[src/rtl/camera_pkg.sv]
// camera_pkg: shared types and constants for the camera pixel packer.
// Latency: n/a (declarations only).
// Backpressure: n/a.
// Contents: FSM state enum, pixel/word geometry, buffered word struct.
package camera_pkg;

  localparam int PIXEL_WIDTH     = 16;
  localparam int PIXELS_PER_WORD = 8;
  localparam int WORD_WIDTH      = PIXEL_WIDTH * PIXELS_PER_WORD;
  localparam int H_ACTIVE        = 1280;
  localparam int V_ACTIVE        = 720;
  localparam int FRAME_WORDS     = (H_ACTIVE * V_ACTIVE) / PIXELS_PER_WORD;
  localparam int WC_WIDTH        = 17;
  localparam int LANE_WIDTH      = 3;
  localparam int HCOUNT_WIDTH    = 11;
  localparam int VCOUNT_WIDTH    = 10;

  typedef enum logic {
    SEEK = 1'b0,
    PACK = 1'b1
  } state_t;

  // One buffered output beat: packed pixels plus end-of-frame marker.
  typedef struct packed {
    logic                  tlast;
    logic [WORD_WIDTH-1:0] data;
  } word_t;

endpackage

[src/rtl/evt_counter.sv]
// evt_counter: wrapping event counter, counts 0..MAX_COUNT-1 then wraps to 0.
// Latency: count updates on the edge where i_inc is sampled; o_at_max is combinational.
// Backpressure: none; i_clr has priority over i_inc.
// Ports: i_clk, i_rst_n (async active-low), i_clr, i_inc, o_count, o_at_max.
module evt_counter #(
  parameter int MAX_COUNT = 115200,
  parameter int WIDTH     = 17
) (
  input  logic             i_clk,
  input  logic             i_rst_n,
  input  logic             i_clr,
  input  logic             i_inc,
  output logic [WIDTH-1:0] o_count,
  output logic             o_at_max
);

  logic [WIDTH-1:0] r_count;

  assign o_count  = r_count;
  assign o_at_max = (r_count == WIDTH'(MAX_COUNT - 1));

  always_ff @(posedge i_clk or negedge i_rst_n) begin
    if (!i_rst_n) begin
      r_count <= '0;
    end else if (i_clr) begin
      r_count <= '0;
    end else if (i_inc) begin
      r_count <= o_at_max ? '0 : r_count + 1'b1;
    end
  end

endmodule

[src/rtl/skid_fifo2.sv]
// skid_fifo2: two-entry valid/ready buffer; head entry drives the output directly.
// Latency: 1 cycle from push to o_pop_vld.
// Backpressure: o_push_rdy low only when full and not popping; push+pop on full is accepted.
// Ports: i_clk, i_rst_n, i_push_vld/i_push_dat/o_push_rdy, o_pop_vld/o_pop_dat/i_pop_rdy.
module skid_fifo2 #(
  parameter int WIDTH = 129
) (
  input  logic             i_clk,
  input  logic             i_rst_n,
  input  logic             i_push_vld,
  input  logic [WIDTH-1:0] i_push_dat,
  output logic             o_push_rdy,
  output logic             o_pop_vld,
  output logic [WIDTH-1:0] o_pop_dat,
  input  logic             i_pop_rdy
);

  logic [WIDTH-1:0] r_mem [2];
  logic             r_wp;
  logic             r_rp;
  logic [1:0]       r_cnt;
  logic             w_pop;
  logic             w_push;

  assign o_pop_vld  = (r_cnt != 2'd0);
  assign o_pop_dat  = r_mem[r_rp];
  assign w_pop      = i_pop_rdy && o_pop_vld;
  // When full, the slot being written is the head that leaves this same cycle.
  assign o_push_rdy = (r_cnt != 2'd2) || w_pop;
  assign w_push     = i_push_vld && o_push_rdy;

  always_ff @(posedge i_clk or negedge i_rst_n) begin
    if (!i_rst_n) begin
      r_mem[0] <= '0;
      r_mem[1] <= '0;
      r_wp     <= 1'b0;
      r_rp     <= 1'b0;
      r_cnt    <= 2'd0;
    end else begin
      if (w_push) begin
        r_mem[r_wp] <= i_push_dat;
        r_wp        <= ~r_wp;
      end
      if (w_pop) begin
        r_rp <= ~r_rp;
      end
      case ({w_push, w_pop})
        2'b10:   r_cnt <= r_cnt + 2'd1;
        2'b01:   r_cnt <= r_cnt - 2'd1;
        default: r_cnt <= r_cnt;
      endcase
    end
  end

endmodule

[src/rtl/camera_pixel_packer.sv]
// camera_pixel_packer: packs 16-bit pixels into 128-bit AXI-Stream words aligned to frame start.
// Latency: word valid 1 cycle after the edge accepting its 8th pixel.
// Backpressure: 2-word buffer; a word completing while full is dropped (sticky overflow, resync to next frame).
// Ports: clk_in, rst_in (async active-low), pixel_valid_in/pixel_data_in/hcount_in/vcount_in,
//        write_axis_data/valid/tlast/ready, overflow_out, resync_out, frame_done_out.
module camera_pixel_packer
  import camera_pkg::*;
#(
  parameter int N_FRAME_WORDS = FRAME_WORDS
) (
  input  logic                    clk_in,
  input  logic                    rst_in,
  input  logic                    pixel_valid_in,
  input  logic [PIXEL_WIDTH-1:0]  pixel_data_in,
  input  logic [HCOUNT_WIDTH-1:0] hcount_in,
  input  logic [VCOUNT_WIDTH-1:0] vcount_in,
  output logic [WORD_WIDTH-1:0]   write_axis_data,
  output logic                    write_axis_valid,
  output logic                    write_axis_tlast,
  input  logic                    write_axis_ready,
  output logic                    overflow_out,
  output logic                    resync_out,
  output logic                    frame_done_out
);

  state_t                                    r_state;
  state_t                                    w_state_nxt;
  logic [LANE_WIDTH-1:0]                     r_lane;
  logic [LANE_WIDTH-1:0]                     w_lane_nxt;
  logic [LANE_WIDTH-1:0]                     w_wr_lane;
  logic [PIXELS_PER_WORD-1:0][PIXEL_WIDTH-1:0] r_pix;
  logic                                      r_overflow;
  logic                                      r_resync;
  logic                                      r_frame_done;

  logic                                      w_sof;
  logic                                      w_store;
  logic                                      w_word_done;
  logic                                      w_wc_clr;
  logic                                      w_wc_inc;
  logic                                      w_resync;
  logic                                      w_ovf_evt;
  logic [WC_WIDTH-1:0]                       w_wc;
  logic                                      w_wc_last;
  word_t                                     w_push_word;
  word_t                                     w_head;
  logic                                      w_push_rdy;
  logic                                      w_pop_vld;
  logic                                      w_pop;

  assign w_sof = pixel_valid_in && (hcount_in == '0) && (vcount_in == '0);
  assign w_pop = w_pop_vld && write_axis_ready;

  always_ff @(posedge clk_in or negedge rst_in) begin
    if (!rst_in) begin
      r_state <= SEEK;
    end else begin
      r_state <= w_state_nxt;
    end
  end

  always_comb begin
    w_state_nxt = r_state;
    w_lane_nxt  = r_lane;
    w_wr_lane   = r_lane;
    w_store     = 1'b0;
    w_word_done = 1'b0;
    w_wc_clr    = 1'b0;
    w_wc_inc    = 1'b0;
    w_resync    = 1'b0;
    w_ovf_evt   = 1'b0;
    case (r_state)
      SEEK: begin
        if (w_sof) begin
          w_store     = 1'b1;
          w_wr_lane   = '0;
          w_lane_nxt  = LANE_WIDTH'(1);
          w_wc_clr    = 1'b1;
          w_state_nxt = PACK;
        end
      end
      PACK: begin
        if (pixel_valid_in) begin
          w_store = 1'b1;
          if (w_sof && ((r_lane != '0) || (w_wc != '0))) begin
            // Early frame start: abandon the partial frame, restart on this pixel.
            w_resync   = 1'b1;
            w_wr_lane  = '0;
            w_lane_nxt = LANE_WIDTH'(1);
            w_wc_clr   = 1'b1;
          end else if (r_lane == LANE_WIDTH'(PIXELS_PER_WORD - 1)) begin
            w_word_done = 1'b1;
            w_lane_nxt  = '0;
            if (w_push_rdy) begin
              w_wc_inc = 1'b1;
            end else begin
              // Buffer full and not draining: drop the word and realign.
              w_ovf_evt   = 1'b1;
              w_resync    = 1'b1;
              w_state_nxt = SEEK;
            end
          end else begin
            w_lane_nxt = r_lane + LANE_WIDTH'(1);
          end
        end
      end
      default: w_state_nxt = SEEK;
    endcase
  end

  // Completed word: lanes 0..6 from registers, lane 7 is the pixel arriving now.
  always_comb begin
    w_push_word.data = r_pix;
    w_push_word.data[WORD_WIDTH-1 -: PIXEL_WIDTH] = pixel_data_in;
    w_push_word.tlast = w_wc_last;
  end

  always_ff @(posedge clk_in or negedge rst_in) begin
    if (!rst_in) begin
      r_lane       <= '0;
      r_pix        <= '0;
      r_overflow   <= 1'b0;
      r_resync     <= 1'b0;
      r_frame_done <= 1'b0;
    end else begin
      r_lane <= w_lane_nxt;
      if (w_store) begin
        r_pix[w_wr_lane] <= pixel_data_in;
      end
      r_overflow   <= r_overflow | w_ovf_evt;
      r_resync     <= w_resync;
      r_frame_done <= w_pop && w_head.tlast;
    end
  end

  evt_counter #(
    .MAX_COUNT (N_FRAME_WORDS),
    .WIDTH     (WC_WIDTH)
  ) u_word_cnt (
    .i_clk    (clk_in),
    .i_rst_n  (rst_in),
    .i_clr    (w_wc_clr),
    .i_inc    (w_wc_inc),
    .o_count  (w_wc),
    .o_at_max (w_wc_last)
  );

  skid_fifo2 #(
    .WIDTH ($bits(word_t))
  ) u_out_buf (
    .i_clk      (clk_in),
    .i_rst_n    (rst_in),
    .i_push_vld (w_word_done),
    .i_push_dat (w_push_word),
    .o_push_rdy (w_push_rdy),
    .o_pop_vld  (w_pop_vld),
    .o_pop_dat  (w_head),
    .i_pop_rdy  (write_axis_ready)
  );

  assign write_axis_valid = w_pop_vld;
  assign write_axis_data  = w_head.data;
  assign write_axis_tlast = w_head.tlast & w_pop_vld;
  assign overflow_out     = r_overflow;
  assign resync_out       = r_resync;
  assign frame_done_out   = r_frame_done;

endmodule

[config.mk]
export PLATFORM = sky130hd
export DESIGN_NAME = camera_pixel_packer
export DESIGN_NICKNAME = d
export VERILOG_FILES = /design/src/rtl/camera_pkg.sv /design/src/rtl/evt_counter.sv /design/src/rtl/skid_fifo2.sv /design/src/rtl/camera_pixel_packer.sv
export SDC_FILE = /design/constraint.sdc
export NUM_CORES = 1
export LEC_CHECK = 0
export ABC_AREA = 1
export BUFFER_PORTS_ARGS = -buffer_cell sky130_fd_sc_hd__buf_2
export CORE_UTILIZATION = 59
export DETAILED_ROUTE_END_ITERATION = 10
export GPL_TIMING_DRIVEN = 0
export PLACE_DENSITY = 0.77
export SYNTH_ARGS = -nofsm -noshare
export SYNTH_HDL_FRONTEND = slang
export SYNTH_SLANG_ARGS = --single-unit
export TNS_END_PERCENT = 50
[constraint.sdc]
create_clock -name clk_in -period 2.7 [get_ports clk_in]
set_input_delay 0.27 -clock clk_in [delete_from_list [all_inputs] [get_ports clk_in]]
set_output_delay 0.27 -clock clk_in [all_outputs]
set_load 0.1 [all_outputs]
==> results of run 1 <==
repair_timing:
| item | 4_1_cts | 5_1_grt |
|---|---|---|
| endpoints found under the hold margin | 121 | 0 |
| setup buffers | 1 | 2 |
| resized for setup | 78 | 96 |
| pin swaps | 1 | 1 |
| setup endpoints to repair | 351 | 315 |
| cloned | 0 | 0 |
| hold buffers | 2 | 0 |
Yosys cell counts, drive strengths merged:
library cell / count
nor4: 1
dfrtp: 398
nand2: 995
buf: 49
and3: 1
nand3: 65
xor2: 11
nand3b: 4
inv: 168
clkbuf: 60
xnor2: 1
nor3: 6
a21boi: 1
nor2: 55
o22ai: 2
nand4: 7
a31oi: 1
nor3b: 2
o21ai: 288
a21oi: 8
ha: 6
flip-flops by register name, summed over array words and instances, names as in the netlist:
register	cells
frame_done_out	1
u_out_buf.r_rp	1
r_pix	112
u_out_buf.r_cnt	2
overflow_out	1
r_lane	3
u_out_buf.r_wp	1
u_word_cnt.o_count	17
r_state	1
resync_out	1
u_out_buf.r_mem	258
metrics by stage:
stage / util / TNS, ns / area [µm²] / hold WS (ns)
floorplan: - / 0 / 17300 / -0.0256
global placement: 0.648 / -2473.13 / 18700 / 0.449
detailed placement: 0.652 / -11.97 / 18800 / 0.438
CTS: 0.705 / -0.00582 / 20300 / 0.0588
global route: 0.711 / -0.000731 / 20500 / 0.0900
finish: 0.711 / 0 / 20500 / 0.0732
worst max-delay path, stage by stage, from the launching register on:
cell      delay (ns)
dfrtp_1         0.47
clkbuf_2        0.41
clkbuf_2        0.34
nand2_1         0.11
nand2_1         0.18
buf_4           0.33
worst paths after layout:
path	start	endpoint	slack [ns]	depth (start not counted)
setup / recovery	u_out_buf.r_rp$_DFFE_PN0P_	write_axis_data[74]	0.07	5
hold / removal	pixel_valid_in	resync_out$_DFF_PN0_	0.07	3
hold reg to reg	r_pix[27]$_DFFE_PN0P_	r_pix[27]$_DFFE_PN0P_	0.47	2
setup reg to reg	r_lane[1]$_DFFE_PN0P_	u_out_buf.r_cnt[1]$_DFFE_PN0P_	0.09	15
max in group asynchronous	rst_in	u_out_buf.r_mem[109]$_DFFE_PN0P_	0.83	4
min in group asynchronous	rst_in	u_out_buf.r_mem[25]$_DFFE_PN0P_	0.43	2
final cells by class:
| class | count | area share |
|---|---|---|
| flip-flops and latches | 398 | 0.487 |
| multi-input cells | 1454 | 0.307 |
| clock buffers | 65 | 0.0634 |
| repair buffers | 181 | 0.0589 |
| inverters | 168 | 0.0308 |
| plain buffers | 108 | 0.0276 |
| well taps | 384 | 0.0235 |
| clock inverters | 8 | 0.00244 |
routing by layer:
metal	vias up	global-route usage	wire length, µm
li1	7053	-	-
met1	7313	0.441	19900
met2	577	0.520	22700
met3	126	0.0537	3440
met4	0	0.153	2080
met5	-	0	0
report_power, final:
group / internal, mW / switching [mW]
combinational: 0.264 / 1.14
clock: 3.30 / 2.32
sequential: 5.99 / 0.0306
total: 9.55 / 3.49
kinds of logic after synthesis:
| group | Yosys count |
|---|---|
| xor gates and xnor gates | 12 |
| and+or+nand+nor | 1136 |
| DFF | 398 |
| adders and majority gates | 6 |
| AOI/OAI and AO/OA | 300 |
| buffers and inverters | 277 |
==> qor.csv, run 1 <==
stage,metric,value,unit
status,status,"complete, no violations",
finish,mostFrequentLayoutCells,"nand2_1 (987), dfrtp_1 (398), o21ai_0 (259), inv_1 (165), buf_2 (131)",
floorplan,io_pins,174,
worst_hold_path,min_path_type,in2reg,
sta,setup_viol,0,
global_route,grt_pass1_vias,14500,
pwr,fin_total_pwr,13.0,mW
routing,wl,48100,µm
yosys,yosys.area.top_type,dfrtp_1,
yosys,synth-compound-area-share,0.0890,
yosys,synth_top_area_share,0.575,
flow_run,drv_cap,0,
yosys,syn-num-nets,2176,
floorplan,die_y,173,µm
yosys,ys_warn_count,0,
pwr,powerDensity,637,nW/µm²
placed_design,dp_hpwl,32000,µm
clock_tree,path_clk_slew,0.06,ns
yosys,synth_cell_type_count,35,
clock_tree,cts_max_level,2,
sta,fin_ws,0.0702,ns
yosys,synth-seq-cells,398,
floorplan,coreArea,28800,µm²
finish,num-nets-final,2399,
yosys,netlist_top_cells_area,"dfrtp_1 (58%), nand2_1 (21%), o21ai_0 (7.6%)",
placed_design,pre_cts_ws,-0.160,ns
yosys,synth_fa_ha_area_frac,0.00434,
placed_design,dp.cells,2689,
routing,drcViolationCount,0,
sta,finClkSkew,0.0275,ns
finish,regArea,9960,µm²
yosys,avgSynthCellArea,8.13,µm²
finish,fill_cells,2249,
setup_path,cp_max_fo,10,
yosys,synth-xor-area-share,0.00607,
yosys,synthCells,2129,
yosys,ys_seq_area_frac,0.575,
sta,relSlewSlack,0.385,
floorplan,start_util,0.602,
routing,via_count,15100,
placed_design,routabilityCongestion,0.877,
finish,area_delta_synth_final,18.2,%
finish,n_antenna_cell,0,
yosys,syn-cell-area,17300,µm²
clock_tree,cts_tree,done,
setup_path,cp.required,2.43,ns
routing,drt_iter0_drc,1218,
clock_tree,cts_inserted_buffers,41,
setup_path,crit_type,reg2out,
clock_tree,clockRootBuffer,clkbuf_16,
placed_design,io_buffers,173,
setup_path,critPathCaptureType,output port,
routing,ant_nets,0,
global_route,antenna_found_initial,0,
setup_path,start_kind,flop,
floorplan,rows,62,
sta,worst_pin_slew,0.923,ns
routing,vias_per_cell,5.45,
setup_path,cp.arrival,2.36,ns
clock_tree,insertion_delay,0.54,ns
sta,max_freq,0.380,GHz
global_route,grt_usage,0.326,
finish,drive_gt1_frac,0.155,
routing,firstDrtPassIters,5,
clock_tree,clkSinkCount,398,
floorplan,die_area,30000,µm²
routing,post_drt_wl_per_cell,17.4,µm
floorplan,die_w,173,µm
global_route,overflow,0,
sta,period_minus_slack,2.63,ns
clock_tree,clock_path_buffers,3,
finish,multiInputGateArea,6280,µm²
yosys,synth_top_family_by_area,simple AND/OR/NAND/NOR gates,
finish,layout.cells.non_filler,2766,
pwr,ir_drop,0.413,mV
pwr,power_leakage,10.6,nW
global_route,grt_pass1_wl,76400,µm
sta,hold_violations,0,
finish,final_common_cell,nand2_1,
yosys,synthSimpleGateAreaFrac,0.261,
sta,fin_crit_sh,0.974,
yosys,synthMuxAreaShare,0,
global_route,grt_max_degree,123,
sta,slew_viol_final,0,
Power figures use the tool's default switching activity.
==> run 2: changes to the inputs <==
--- a/config.mk
+++ b/config.mk
@@ -5,7 +5,6 @@
 export SDC_FILE = /design/constraint.sdc
 export NUM_CORES = 1
 export LEC_CHECK = 0
-export ABC_AREA = 1
 export BUFFER_PORTS_ARGS = -buffer_cell sky130_fd_sc_hd__buf_2
 export CORE_UTILIZATION = 59
 export DETAILED_ROUTE_END_ITERATION = 10
==> run 2 against run 1 <==
Against the previous run: global-route usage shrank 6.2 points; area after synthesis is 1.3% lower; wire length shrank 20%; clock-buffer cell count is 2 lower; register-to-register slack worse by 0.05 ns; utilization decreased by 0.17 points; sequential share of layout area grew 1.2 points; clock skew shrank 0.017 ns; flip-flop and latch count is the same.
==> qor.csv, run 2 <==
stage,metric,value,unit
status,status,"complete, no violations",
setup_path,cp_max_fo,10,
setup_path,crit_path_end,u_out_buf.r_mem[163]$_DFFE_PN0P_,
placed_design,dp_hpwl,25000,µm
placed_design,dpl-instance-area,18500,µm²
floorplan,die_w,172,µm
setup_path,r2r_cells,10,
routing,highest_layer,met4,
setup_path,slowest_stage,dfrtp_1,
setup_path,rr_startpoint,r_lane[0]$_DFFE_PN0P_,
finish,mostFrequentLayoutCells,"mux2_2 (498), dfrtp_1 (397), buf_2 (184), clkbuf_16 (41), buf_6 (22)",
routing,firstDrtPassIters,4,
finish,final_common_cell,mux2_2,
global_route,antenna_found_initial,2,
floorplan,die_y,172,µm
routing,wl_met1,17100,µm
yosys,ys_async_sr_fraction,1.00,
placed_design,io_buffers,173,
clock_tree,clkSinkCount,398,
finish,fill_cells,1900,
sta,worst_pin_slew,0.733,ns
setup_path,worstSetupPathDepth,10,
setup_path,cp_top_family,simple AND/OR/NAND/NOR gates,
sta,setup_viol,0,
finish,n_antenna_cell,0,
yosys,synth_most_common_cell,mux2_2,
clock_tree,cts_tree,done,
setup_path,start_kind,flop,
sta,max_freq,0.377,GHz
floorplan,coreArea,28200,µm²
clock_tree,clockRootBuffer,clkbuf_16,
yosys,synthCells,1131,
finish,utilization,0.710,
placed_design,routabilityCongestion,0.854,
setup_path,cp.arrival,3.06,ns
yosys,synth-seq-cells,398,
sta,rsz0062_at_grt,true,
clock_tree,cts_inserted_buffers,41,
yosys,synth_top_area_share,0.583,
yosys,yosys-top-cells-count,"mux2_2 (498), dfrtp_1 (398), clkbuf_1 (22)",
flow_run,drv_cap,0,
floorplan,die_area,29700,µm²
routing,drcViolationCount,0,
setup_path,worstPathBufferInverterCount,4,
global_route,overflow,0,
worst_hold_path,min_path_type,in2reg,
routing,vias_per_cell,5.78,
setup_path,cp.required,3.10,ns
yosys,ys_seq_area_frac,0.583,
finish,top_register,u_out_buf.r_mem,
placed_design,dp.cells,1685,
yosys,avgSynthCellArea,15.1,µm²
setup_path,crit_type,reg2reg,
floorplan,start_util,0.607,
routing,wl,38400,µm
sta,fin_crit_sh,0.984,
routing,wl_met2,18700,µm
finish,area_delta_synth_final,16.9,%
routing,via_count,10200,
finish,layout.cells.non_filler,1760,
yosys,ys.flop_type,dfrtp_1,
yosys,ys_warn_count,0,
setup_path,crit_top_cell,buf_6,
clock_tree,clock_path_buffers,3,
setup_path,critPathCaptureType,flop,
finish,num-nets-final,1401,
yosys,yosys.area.top_type,dfrtp_1,
finish,drive_gt1_frac,0.580,
setup_path,slowest_delay,0.44,ns
setup_path,ff2ff_setup_slack,0.04,ns
setup_path,setup.worst_path.start,r_lane[0]$_DFFE_PN0P_,
sta,hold_violations,0,
sta,period_minus_slack,2.66,ns
yosys,syn-num-nets,1178,
yosys,netlist_top_cells_area,"dfrtp_1 (58%), mux2_2 (33%), mux2i_1 (0.88%)",
global_route,grt_usage,0.264,
sta,relSlewSlack,0.511,
yosys,synth_edf_count,0,
sta,slew_viol_final,0,
yosys,synth_cell_type_count,45,
routing,drt_iter0_drc,574,
yosys,syn-cell-area,17100,µm²
sta,finClkSkew,0.0109,ns
routing,ant_nets,0,
global_route,grt_pass1_vias,10200,
finish,final_area,20000,µm²
clock_tree,path_clk_slew,0.06,ns
floorplan,rows,61,
floorplan,io_pins,174,
routing,met3_length,1680,µm
setup_path,r2r-end,u_out_buf.r_mem[163]$_DFFE_PN0P_,
setup_path,crit_chain,"inv_2, ha_1, and4bb_2, nand4_1, or2_4, a211oi_4, buf_6, buf_6, buf_6, mux2_2",
finish,largest_register_ffs,258,
clock_tree,insertion_delay,0.52,ns
global_route,grt_max_degree,130,
clock_tree,cts_max_level,2,
routing,post_drt_wl_per_cell,21.8,µm
sta,fin_tns_setup,0,ns
global_route,grt_pass1_wl,58600,µm
-- run 2: cell count changes after synthesis, sizes merged, moves of 38 or more --
cell    before  now
clkbuf      60   22
inv        168    9
mux2         0  498
nand2      995   14
nand3       65   21
nor2        55   10
o21ai      288    4
-- run 2: final cells by class --
| class | instances | area (µm²) | area share |
|---|---|---|---|
| well taps | 378 | 473 | 0.0237 |
| multi-input cells | 662 | 6780 | 0.339 |
| plain buffers | 61 | 454 | 0.0227 |
| repair buffers | 181 | 1010 | 0.0505 |
| clock inverters | 8 | 70.1 | 0.00351 |
| inverters | 9 | 33.8 | 0.00169 |
| flip-flops and latches | 398 | 9960 | 0.498 |
| clock buffers | 63 | 1210 | 0.0605 |
-- run 2: worst min-delay path: stages --
cell and delay [ns]:
buf_2 0.11, nand2_1 0.09, a21oi_1 0.05
-- run 2: worst min path at each step --
stage	start	to	slack, ns	cells past startpoint
detailed placement	rst_in	u_out_buf.r_mem[210]$_DFFE_PN0P_	0.34	1
global placement	overflow_out$_DFF_PN0_	overflow_out$_DFF_PN0_	0.46	1
finish	pixel_valid_in	resync_out$_DFF_PN0_	0.04	3
floorplan	rst_in	frame_done_out$_DFF_PN0_	-0.03	0
CTS	pixel_valid_in	resync_out$_DFF_PN0_	0.03	3
global route	pixel_valid_in	resync_out$_DFF_PN0_	0.08	3
-- run 2: what timing repair did --
item,in CTS,in global routing
gates resized for setup,22,36
endpoints found under the hold margin,87,0
buffers inserted,1,1
setup endpoints to repair,233,290
hold buffers,2,0
pin swaps,1,1
cloned,0,1
-- run 2: per-stage QoR --
stage          setup slack [ns]  hold slack [ns]
2_1_floorplan             0.268          -0.0256
3_3_place_gp              -6.30            0.455
3_5_place_dp             -0.180            0.336
4_1_cts                 -0.0824           0.0338
5_1_grt                 -0.0230           0.0750
6_report                 0.0442           0.0425
-- run 2: layer usage --
metal / track usage / vias up
li1: - / 4544
met1: 0.370 / 5346
met2: 0.433 / 223
met3: 0.0387 / 58
met4: 0.0700 / 0
met5: 0 / -
-- run 2: kinds of logic (layout without fill, tap and decap cells) --
family | count (synthesis) | count (layout) | share of synthesized area
adder cells (fa/ha/maj) | 6 | 6 | 0.00439
multiplexers | 513 | 513 | 0.337
flip-flops | 398 | 398 | 0.583
XOR/XNOR | 5 | 5 | 0.00256
AO/OA/AOI/OAI | 35 | 35 | 0.0139
buffers and inverters | 71 | 322 | 0.0239
AND/OR/NAND/NOR | 103 | 103 | 0.0357
Power of run 2 is not shown: default switching activity piles up to over one toggle a cycle in this logic, so the estimate is an artifact.
